### src/rtl/alu_op_sequencer_if.sv
// Bundles the command, ALU-unit and response signals of alu_op_sequencer.
//   cmd_*            : valid/ready command port (controller -> sequencer)
//   A, B, ALU_FUN,
//   *_Enable         : operand buses, function code and one-hot unit enables (sequencer -> units)
//   unit_out/flag    : OR of unit result and flag registers (units -> sequencer)
//   rsp_*            : valid/ready response port (sequencer -> controller)
// Modports: master = sequencer view, slave = controller/units view.
interface alu_op_sequencer_if #(
  parameter int unsigned WIDTH = 16
);
  logic             cmd_valid;
  logic             cmd_ready;
  logic [3:0]       cmd_fun;
  logic [WIDTH-1:0] cmd_a;
  logic [WIDTH-1:0] cmd_b;
  logic [WIDTH-1:0] A;
  logic [WIDTH-1:0] B;
  logic [1:0]       ALU_FUN;
  logic             Arith_Enable;
  logic             Logic_Enable;
  logic             CMP_Enable;
  logic             Shift_Enable;
  logic [WIDTH-1:0] unit_out;
  logic             unit_flag;
  logic             rsp_valid;
  logic             rsp_ready;
  logic [WIDTH-1:0] rsp_data;
  logic             rsp_err;

  modport master (
    input  cmd_valid, cmd_fun, cmd_a, cmd_b, unit_out, unit_flag, rsp_ready,
    output cmd_ready, A, B, ALU_FUN, Arith_Enable, Logic_Enable, CMP_Enable, Shift_Enable,
           rsp_valid, rsp_data, rsp_err
  );

  modport slave (
    output cmd_valid, cmd_fun, cmd_a, cmd_b, unit_out, unit_flag, rsp_ready,
    input  cmd_ready, A, B, ALU_FUN, Arith_Enable, Logic_Enable, CMP_Enable, Shift_Enable,
           rsp_valid, rsp_data, rsp_err
  );
endinterface

### src/rtl/alu_op_sequencer.sv
// Command-side initiator for the signed ALU datapath. Takes one command at a time, issues it to
// the unit selected by cmd_fun[3:2] for one cycle, waits for the unit flag, and returns the
// captured result on the response port.
// Ports:
//   clk  : clock, rising edge
//   rst  : synchronous active-high reset
//   bus  : alu_op_sequencer_if.master (command, unit and response signals)
// Optional feature: define ALU_SEQ_TIMEOUT_EN to abort after TIMEOUT wait cycles with rsp_err=1.
module alu_op_sequencer #(
  parameter int unsigned WIDTH   = 16,
  parameter int unsigned TIMEOUT = 8
) (
  input logic               clk,
  input logic               rst,
  alu_op_sequencer_if.master bus
);

  if (TIMEOUT < 1) begin : g_bad_timeout
    $error("TIMEOUT must be at least 1");
  end

  typedef enum logic [1:0] {StIdle, StIssue, StWait, StResp} state_e;

  state_e           state_q, state_d;
  logic [WIDTH-1:0] a_q, a_d;
  logic [WIDTH-1:0] b_q, b_d;
  logic [1:0]       fun_q, fun_d;
  logic [3:0]       en_q, en_d;  // {shift, cmp, logic, arith}
  logic             rsp_valid_q, rsp_valid_d;
  logic [WIDTH-1:0] rsp_data_q, rsp_data_d;
  logic             rsp_err_q, rsp_err_d;

`ifdef ALU_SEQ_TIMEOUT_EN
  localparam int unsigned CntW = (TIMEOUT > 1) ? $clog2(TIMEOUT) : 1;
  logic [CntW-1:0] cnt_q, cnt_d;
  logic            timeout_hit;
  // cnt_q counts completed wait cycles minus one, so the TIMEOUT-th wait cycle aborts.
  assign timeout_hit = (cnt_q == CntW'(TIMEOUT - 1));
`endif

  always_comb begin
    state_d     = state_q;
    a_d         = a_q;
    b_d         = b_q;
    fun_d       = fun_q;
    en_d        = 4'b0000;  // enables are only ever high for the single ISSUE cycle
    rsp_valid_d = rsp_valid_q;
    rsp_data_d  = rsp_data_q;
    rsp_err_d   = rsp_err_q;
`ifdef ALU_SEQ_TIMEOUT_EN
    cnt_d       = cnt_q;
`endif
    case (state_q)
      StIdle: begin
        if (bus.cmd_valid) begin
          a_d     = bus.cmd_a;
          b_d     = bus.cmd_b;
          fun_d   = bus.cmd_fun[1:0];
          en_d    = 4'b0001 << bus.cmd_fun[3:2];
          state_d = StIssue;
        end
      end
      StIssue: begin
        state_d = StWait;
`ifdef ALU_SEQ_TIMEOUT_EN
        cnt_d   = '0;
`endif
      end
      StWait: begin
        if (bus.unit_flag) begin
          rsp_data_d  = bus.unit_out;
          rsp_err_d   = 1'b0;
          rsp_valid_d = 1'b1;
          state_d     = StResp;
        end
`ifdef ALU_SEQ_TIMEOUT_EN
        else if (timeout_hit) begin
          rsp_data_d  = '0;
          rsp_err_d   = 1'b1;
          rsp_valid_d = 1'b1;
          state_d     = StResp;
        end else begin
          cnt_d = cnt_q + CntW'(1);
        end
`endif
      end
      StResp: begin
        if (bus.rsp_ready) begin
          rsp_valid_d = 1'b0;
          state_d     = StIdle;
        end
      end
      default: state_d = StIdle;
    endcase
  end

  always_ff @(posedge clk) begin
    if (rst) begin
      state_q     <= StIdle;
      a_q         <= '0;
      b_q         <= '0;
      fun_q       <= '0;
      en_q        <= '0;
      rsp_valid_q <= 1'b0;
      rsp_data_q  <= '0;
      rsp_err_q   <= 1'b0;
    end else begin
      state_q     <= state_d;
      a_q         <= a_d;
      b_q         <= b_d;
      fun_q       <= fun_d;
      en_q        <= en_d;
      rsp_valid_q <= rsp_valid_d;
      rsp_data_q  <= rsp_data_d;
      rsp_err_q   <= rsp_err_d;
    end
  end

`ifdef ALU_SEQ_TIMEOUT_EN
  always_ff @(posedge clk) begin
    if (rst) begin
      cnt_q <= '0;
    end else begin
      cnt_q <= cnt_d;
    end
  end
  assign bus.rsp_err = rsp_err_q;
`else
  assign bus.rsp_err = 1'b0;
`endif

  assign bus.cmd_ready    = (state_q == StIdle);
  assign bus.A            = a_q;
  assign bus.B            = b_q;
  assign bus.ALU_FUN      = fun_q;
  assign bus.Arith_Enable = en_q[0];
  assign bus.Logic_Enable = en_q[1];
  assign bus.CMP_Enable   = en_q[2];
  assign bus.Shift_Enable = en_q[3];
  assign bus.rsp_valid    = rsp_valid_q;
  assign bus.rsp_data     = rsp_data_q;

endmodule

### src/flat_wrapper.sv
// flat-port wrapper written by rule: the top's interface ports become plain ports
module alu_op_sequencer_flat 
#(
  parameter int unsigned WIDTH   = 16,
  parameter int unsigned TIMEOUT = 8
)
  (clk, rst, bus_cmd_valid, bus_cmd_fun, bus_cmd_a, bus_cmd_b, bus_unit_out, bus_unit_flag, bus_rsp_ready, bus_cmd_ready, bus_A, bus_B, bus_ALU_FUN, bus_Arith_Enable, bus_Logic_Enable, bus_CMP_Enable, bus_Shift_Enable, bus_rsp_valid, bus_rsp_data, bus_rsp_err);
  alu_op_sequencer_if #(.WIDTH(WIDTH)) bus_i ();
  input logic clk;
  input logic rst;
  input wire logic [$bits(bus_i.cmd_valid)-1:0] bus_cmd_valid;
  input wire logic [$bits(bus_i.cmd_fun)-1:0] bus_cmd_fun;
  input wire logic [$bits(bus_i.cmd_a)-1:0] bus_cmd_a;
  input wire logic [$bits(bus_i.cmd_b)-1:0] bus_cmd_b;
  input wire logic [$bits(bus_i.unit_out)-1:0] bus_unit_out;
  input wire logic [$bits(bus_i.unit_flag)-1:0] bus_unit_flag;
  input wire logic [$bits(bus_i.rsp_ready)-1:0] bus_rsp_ready;
  output wire logic [$bits(bus_i.cmd_ready)-1:0] bus_cmd_ready;
  output wire logic [$bits(bus_i.A)-1:0] bus_A;
  output wire logic [$bits(bus_i.B)-1:0] bus_B;
  output wire logic [$bits(bus_i.ALU_FUN)-1:0] bus_ALU_FUN;
  output wire logic [$bits(bus_i.Arith_Enable)-1:0] bus_Arith_Enable;
  output wire logic [$bits(bus_i.Logic_Enable)-1:0] bus_Logic_Enable;
  output wire logic [$bits(bus_i.CMP_Enable)-1:0] bus_CMP_Enable;
  output wire logic [$bits(bus_i.Shift_Enable)-1:0] bus_Shift_Enable;
  output wire logic [$bits(bus_i.rsp_valid)-1:0] bus_rsp_valid;
  output wire logic [$bits(bus_i.rsp_data)-1:0] bus_rsp_data;
  output wire logic [$bits(bus_i.rsp_err)-1:0] bus_rsp_err;
  assign bus_i.cmd_valid = bus_cmd_valid;
  assign bus_i.cmd_fun = bus_cmd_fun;
  assign bus_i.cmd_a = bus_cmd_a;
  assign bus_i.cmd_b = bus_cmd_b;
  assign bus_i.unit_out = bus_unit_out;
  assign bus_i.unit_flag = bus_unit_flag;
  assign bus_i.rsp_ready = bus_rsp_ready;
  assign bus_cmd_ready = bus_i.cmd_ready;
  assign bus_A = bus_i.A;
  assign bus_B = bus_i.B;
  assign bus_ALU_FUN = bus_i.ALU_FUN;
  assign bus_Arith_Enable = bus_i.Arith_Enable;
  assign bus_Logic_Enable = bus_i.Logic_Enable;
  assign bus_CMP_Enable = bus_i.CMP_Enable;
  assign bus_Shift_Enable = bus_i.Shift_Enable;
  assign bus_rsp_valid = bus_i.rsp_valid;
  assign bus_rsp_data = bus_i.rsp_data;
  assign bus_rsp_err = bus_i.rsp_err;
  alu_op_sequencer #(.WIDTH(WIDTH), .TIMEOUT(TIMEOUT)) u_core (.clk(clk), .rst(rst), .bus(bus_i));
endmodule
### config.mk
export PLATFORM = sky130hd
export DESIGN_NAME = alu_op_sequencer_flat
export DESIGN_NICKNAME = d
export VERILOG_FILES = /design/src/rtl/alu_op_sequencer_if.sv /design/src/rtl/alu_op_sequencer.sv /design/src/flat_wrapper.sv
export SDC_FILE = /design/constraint.sdc
export NUM_CORES = 1
export LEC_CHECK = 0
export ABC_AREA = 1
export ABC_CLOCK_PERIOD_IN_PS = 1400
export CORE_MARGIN = 5
export CORE_UTILIZATION = 38
export DETAILED_ROUTE_END_ITERATION = 10
export PLACE_DENSITY_LB_ADDON = 0.25
export SLEW_MARGIN = 20
export SYNTH_ARGS = -nofsm -noshare
export SYNTH_HDL_FRONTEND = slang
export SYNTH_SLANG_ARGS = --single-unit
export TNS_END_PERCENT = 20
### constraint.sdc
create_clock -name clk -period 1.4 [get_ports clk]
set_input_delay 0.14 -clock clk [delete_from_list [all_inputs] [get_ports clk]]
set_output_delay 0.14 -clock clk [all_outputs]
set_load 0.005 [all_outputs]
After elaboration in Yosys (flattened, before gate mapping)
Index checks and enable logic that the tools add are counted.
{"block": "word_totals", "output_inout_bits": 57, "regBits": 57}
{"block": "classes", "n_eq_ne": 6, "reduce_logical": 7, "bitwise_logic": 2, "shift": 1, "mux": 7}
{"operator": "$pmux 2 s4", "count": 1}
{"operator": "$mux 2", "count": 3}
{"operator": "$ne 2x2->1 const B", "count": 3}
{"operator": "$reduce_and 3->1", "count": 2}
{"operator": "$eq 2x2->1 const B", "count": 2}
{"operator": "$reduce_and 2->1", "count": 2}
{"operator": "$shl 1x2->4 const A", "count": 1}
{"operator": "$reduce_or 3->1", "count": 1}
{"operator": "$eq 2x1->1 const B", "count": 1}
{"operator": "$logic_not 2->1", "count": 1}
{"operator": "$mux 1", "count": 2}
{"operator": "$not 1->1", "count": 2}
{"operator": "$pmux 1 s2", "count": 1}
{"operator": "$reduce_bool 2->1", "count": 1}

Longest topological paths before layout
{"block": "logic_depth", "depth_word": 3, "depth_mapped": 7}

Least setup slack after synthesis
OpenSTA, ideal clock, no wires.
{"block": "synth_path", "path_type": "register to register", "from": "register u_core.state_q[0]", "to": "register u_core.fun_q[0] (netlist: u_core.bus.ALU_FUN[0])", "arrival_ns": 1.108, "synth_period_minus_slack_ns": 1.224, "stages_incl_launch_ff": 8, "required_ns": 1.284, "path_slack_ns": 0.176, "setup_ns": 0.116, "cell_sequence": "dfxtp_1 inv_1 ha_1 nand2_2 clkinv_4 buf_6 nor2_1 nor2_1"}
{"block": "synth_via", "elab_chain_len": 2}
{"item": "from (decl)", "line_no": "alu_op_sequencer.sv:24", "rtl": "state_e state_q, state_d;"}
{"item": "from (signal assigned)", "line_no": "alu_op_sequencer.sv:99", "rtl": "state_q <= StIdle;"}
{"item": "from (signal assigned)", "line_no": "alu_op_sequencer.sv:108", "rtl": "state_q <= state_d;"}
{"item": "$logic_not 2->1"}
{"item": "net bus_cmd_ready", "line_no": "flat_wrapper.sv:18", "rtl": "output wire logic [$bits(bus_i.cmd_ready)-1:0] bus_cmd_ready;"}
{"item": "$reduce_and 2->1 (no source line)"}
{"item": "to (signal assigned)", "line_no": "alu_op_sequencer.sv:111", "rtl": "fun_q <= fun_d;"}
{"item": "to (decl)", "line_no": "alu_op_sequencer.sv:27", "rtl": "logic [1:0] fun_q, fun_d;"}
The timed path passes the listed nets, and every way through them passes these cells.
A chain may end at the register's enable or synchronous reset.

Worst setup path after layout
{"block": "layout_path", "from": "register u_core.state_q[1]", "to": "output bus_cmd_ready"}
{"block": "layout_via", "elab_chain_len": 1}
{"item": "$logic_not 2->1", "line_no": "alu_op_sequencer.sv:132", "rtl": "assign bus.cmd_ready = (state_q == StIdle);"}
{"item": "to (decl)", "line_no": "flat_wrapper.sv:18"}
No other way between the ends.

==> impl_metrics.toml <==
[setup_path]
cp.required_ns = 1.26
r2r_slack_ns = 0.09
crit_arrival_ns = 1.19
max_stage_delay_ns = 0.34
crit_fanout = 4
cp_top_family = "buffers and inverters"
critPathBufInv = 2
crit_start = "u_core.state_q[1]"
path_cells = "inv_1 > ha_4 > dlygate4sd2_1"
worstReg2RegEnd = "u_core.bus.A[0]"
cp-endpoint = "bus_cmd_ready"
cp.depth = 3
worstReg2RegStart = "u_core.state_q[0]"
cp-end-kind = "output pin"
cp-start-kind = "flop"
crit_type = "reg -> out"
r2r_cells = 6
critPathSlowestCell = "dfxtp_2"

[placement]
hpwl_um = 3956
gp_congestion = 0.7632
io_buffers = 112
dp.cells = 435

[yosys]
yosysWarnings = 0
ys_types = 22
syn_area_per_cell_um2 = 7.958
synth.area.top_cells = "dfxtp_1, nor2_1, o21ai_0"
synth_top_area_cell = "dfxtp_1"
syn_inst = 261
ys_seq_area_share_pct = 54.94
ys_ff_latch = 57
syn-num-nets = 321
synth_area_mm2 = 0.002077
synth_top_area_share_pct = 54.94

[min_path]
hold_class = "in -> reg"

[job]
cap_violations = 0

[timing]
skew_ns = 0.004859
hold_violations = 0
max_freq_mhz = 750.7
rsz0062_at_grt = "true"
fin_crit_sh_pct = 95.15
setup_violations = 0
slew_violations = 0
fin_crit_ns = 1.332

[clock_tree]
clk_pin_slew_ns = 0.06
clock-sinks = 57
cts_setup_buffers = 0
clk-insertion-delay-late_ns = 0.32
htree_num_levels = 3
cts_tree = "done"
cts_made_buffers = 9
cts_root_buf = "clkbuf_8"
clockBufferDepth = 2

[grt]
grt_pass1_wl_um = 9163
grtUsageTotal_pct = 16.14
grt_max_degree = 37
grt_pass1_vias = 1931
grt_overflow = 0
antenna_found_initial = 0

[layout]
fin_nets = 434
areaGrowthSynthToFinish_pct = 67.05
final_cell_mix = "clkdlybuf4s50_1, nor2_1, dfxtp_1"
fin_util_pct = 64.19
finalNonFillerCells = 451
final_common_cell = "clkdlybuf4s50_1"
antenna_cells = 0
drive_above_1_share_pct = 7.124

[detailed_routing]
firstDrtPassIters = 4
drt_iter0_drc = 68
vias = 2005
wire_per_inst_um = 12.27
ant_nets = 0
vias_per_cell = 4.446
routed_wirelength_um = 5534
drc = 0

[floorplan]
io_pins = 114
fp-row-count = 27
die_area_mm2 = 0.007044
die_y_um = 83.93
initial_core_util_pct = 38.43
core_mm2 = 0.005405
die_w_um = 83.93

[power_and_ir_drop]
swShare_pct = 28.60
p_comb_share_pct = 34.9
total_power_mw = 5.882
ir_drop_uv = 860.6
clock_power_share_pct = 26.7
intPower_mw = 4.199
switchingPower_mw = 1.682
power.density_mw_per_mm2 = 1695
p_seq_share_pct = 38.4
power.leakage_nw = 1.378

[run_status]
status = "finished, final reports clean"
[power groups by stage]
| stage | Combinational (mW) | Sequential [mW] | Clock, mW |
|---|---|---|---|
| 6_report | 2.05 | 2.26 | 1.57 |
| 5_1_grt | 2.31 | 2.32 | 1.70 |
| 4_1_cts | 2.04 | 2.26 | 1.62 |
| 3_5_place_dp | 2.04 | 2.29 | 0 |
| 3_3_place_gp | 2.01 | 2.28 | 0 |
| 2_1_floorplan | 0.892 | 2.32 | 0 |
[worst min path at each step]
stage                              start                   end  slack, ns  cells past startpoint
floorplan                            rst  u_core.bus.rsp_valid       0.21                      1
detailed placement  u_core.bus.rsp_valid  u_core.bus.rsp_valid       0.47                      2
global placement    u_core.bus.rsp_valid  u_core.bus.rsp_valid       0.46                      2
CTS                       bus_cmd_fun[2]        u_core.en_q[0]       0.39                      2
finish                    bus_cmd_fun[2]        u_core.en_q[0]       0.40                      2
global route                bus_cmd_a[1]       u_core.bus.A[1]       0.42                      3
[layer usage]
layer  routed length [um]  vias to the layer above  track usage, %
met1                 2402                      877           19.00
met5                    0                        -               0
met3                  503                        5           7.700
met4                   36                        0           5.263
met2                 2592                       74           25.81
li1                     -                     1049               -
[cell usage after synthesis (all sizes together)]
master / instances
nor2: 107
dfxtp: 57
o21ai: 50
nand2: 12
inv: 9
buf: 8
clkbuf: 6
ha: 3
nand3: 3
a21oi: 2
clkinv: 2
conb: 1
nand3b: 1
[registers in the layout (all words and copies together) (netlist names)]
register,flops
u_core.state_q,2
u_core.bus.A,16
u_core.bus.B,16
u_core.bus.ALU_FUN,2
u_core.bus.rsp_valid,1
u_core.en_q,4
u_core.bus.rsp_data,16
[kinds of logic (layout without fill, tap and decap cells)]
family	after synthesis	in the layout	share of synthesized area, %
AOI/OAI and AO/OA	52	52	12.53
and+or+nand+nor	123	123	23.07
other	1	1	0.1805
buffers and inverters	25	143	7.469
adders and majority gates	3	3	1.807
DFF	57	57	54.94
[worst reg2reg max path, stage by stage, from the launching register on]
cell,delay (ns)
dfxtp_2,0.32
inv_1,0.13
ha_4,0.17
nand2_2,0.11
buf_12,0.19
o21ai_0,0.20
nor2_1,0.07
[stage by stage]
step	hold WS (ns)	setup TNS [ns]	setup WS, ns	cell area (um2)
2_1_floorplan	0.2091	0	0.1758	2077
3_3_place_gp	0.4602	0	0.08173	3241
3_5_place_dp	0.4694	0	0.02205	3241
4_1_cts	0.3925	0	0.02748	3450
5_1_grt	0.4155	-0.06498	-0.02362	3470
6_report	0.4006	0	0.06794	3470
[final cells by class]
cell class                 count  area (um2)
timing repair buffer         116        1175
tap                           72       90.09
multi-input combinational    179       795.8
clock buffer                  14       172.7
fill                         467        1936
clock inverter                 2       35.03
sequential                    57        1144
inverter                      11       57.56
[timing repair]
action	CTS	global route
hold buffers	0	0
endpoints found under the setup margin	1	40
resized for setup	2	6
endpoints found under the hold margin	0	0
pin swaps	0	1
(Power assumes the default switching activity.)
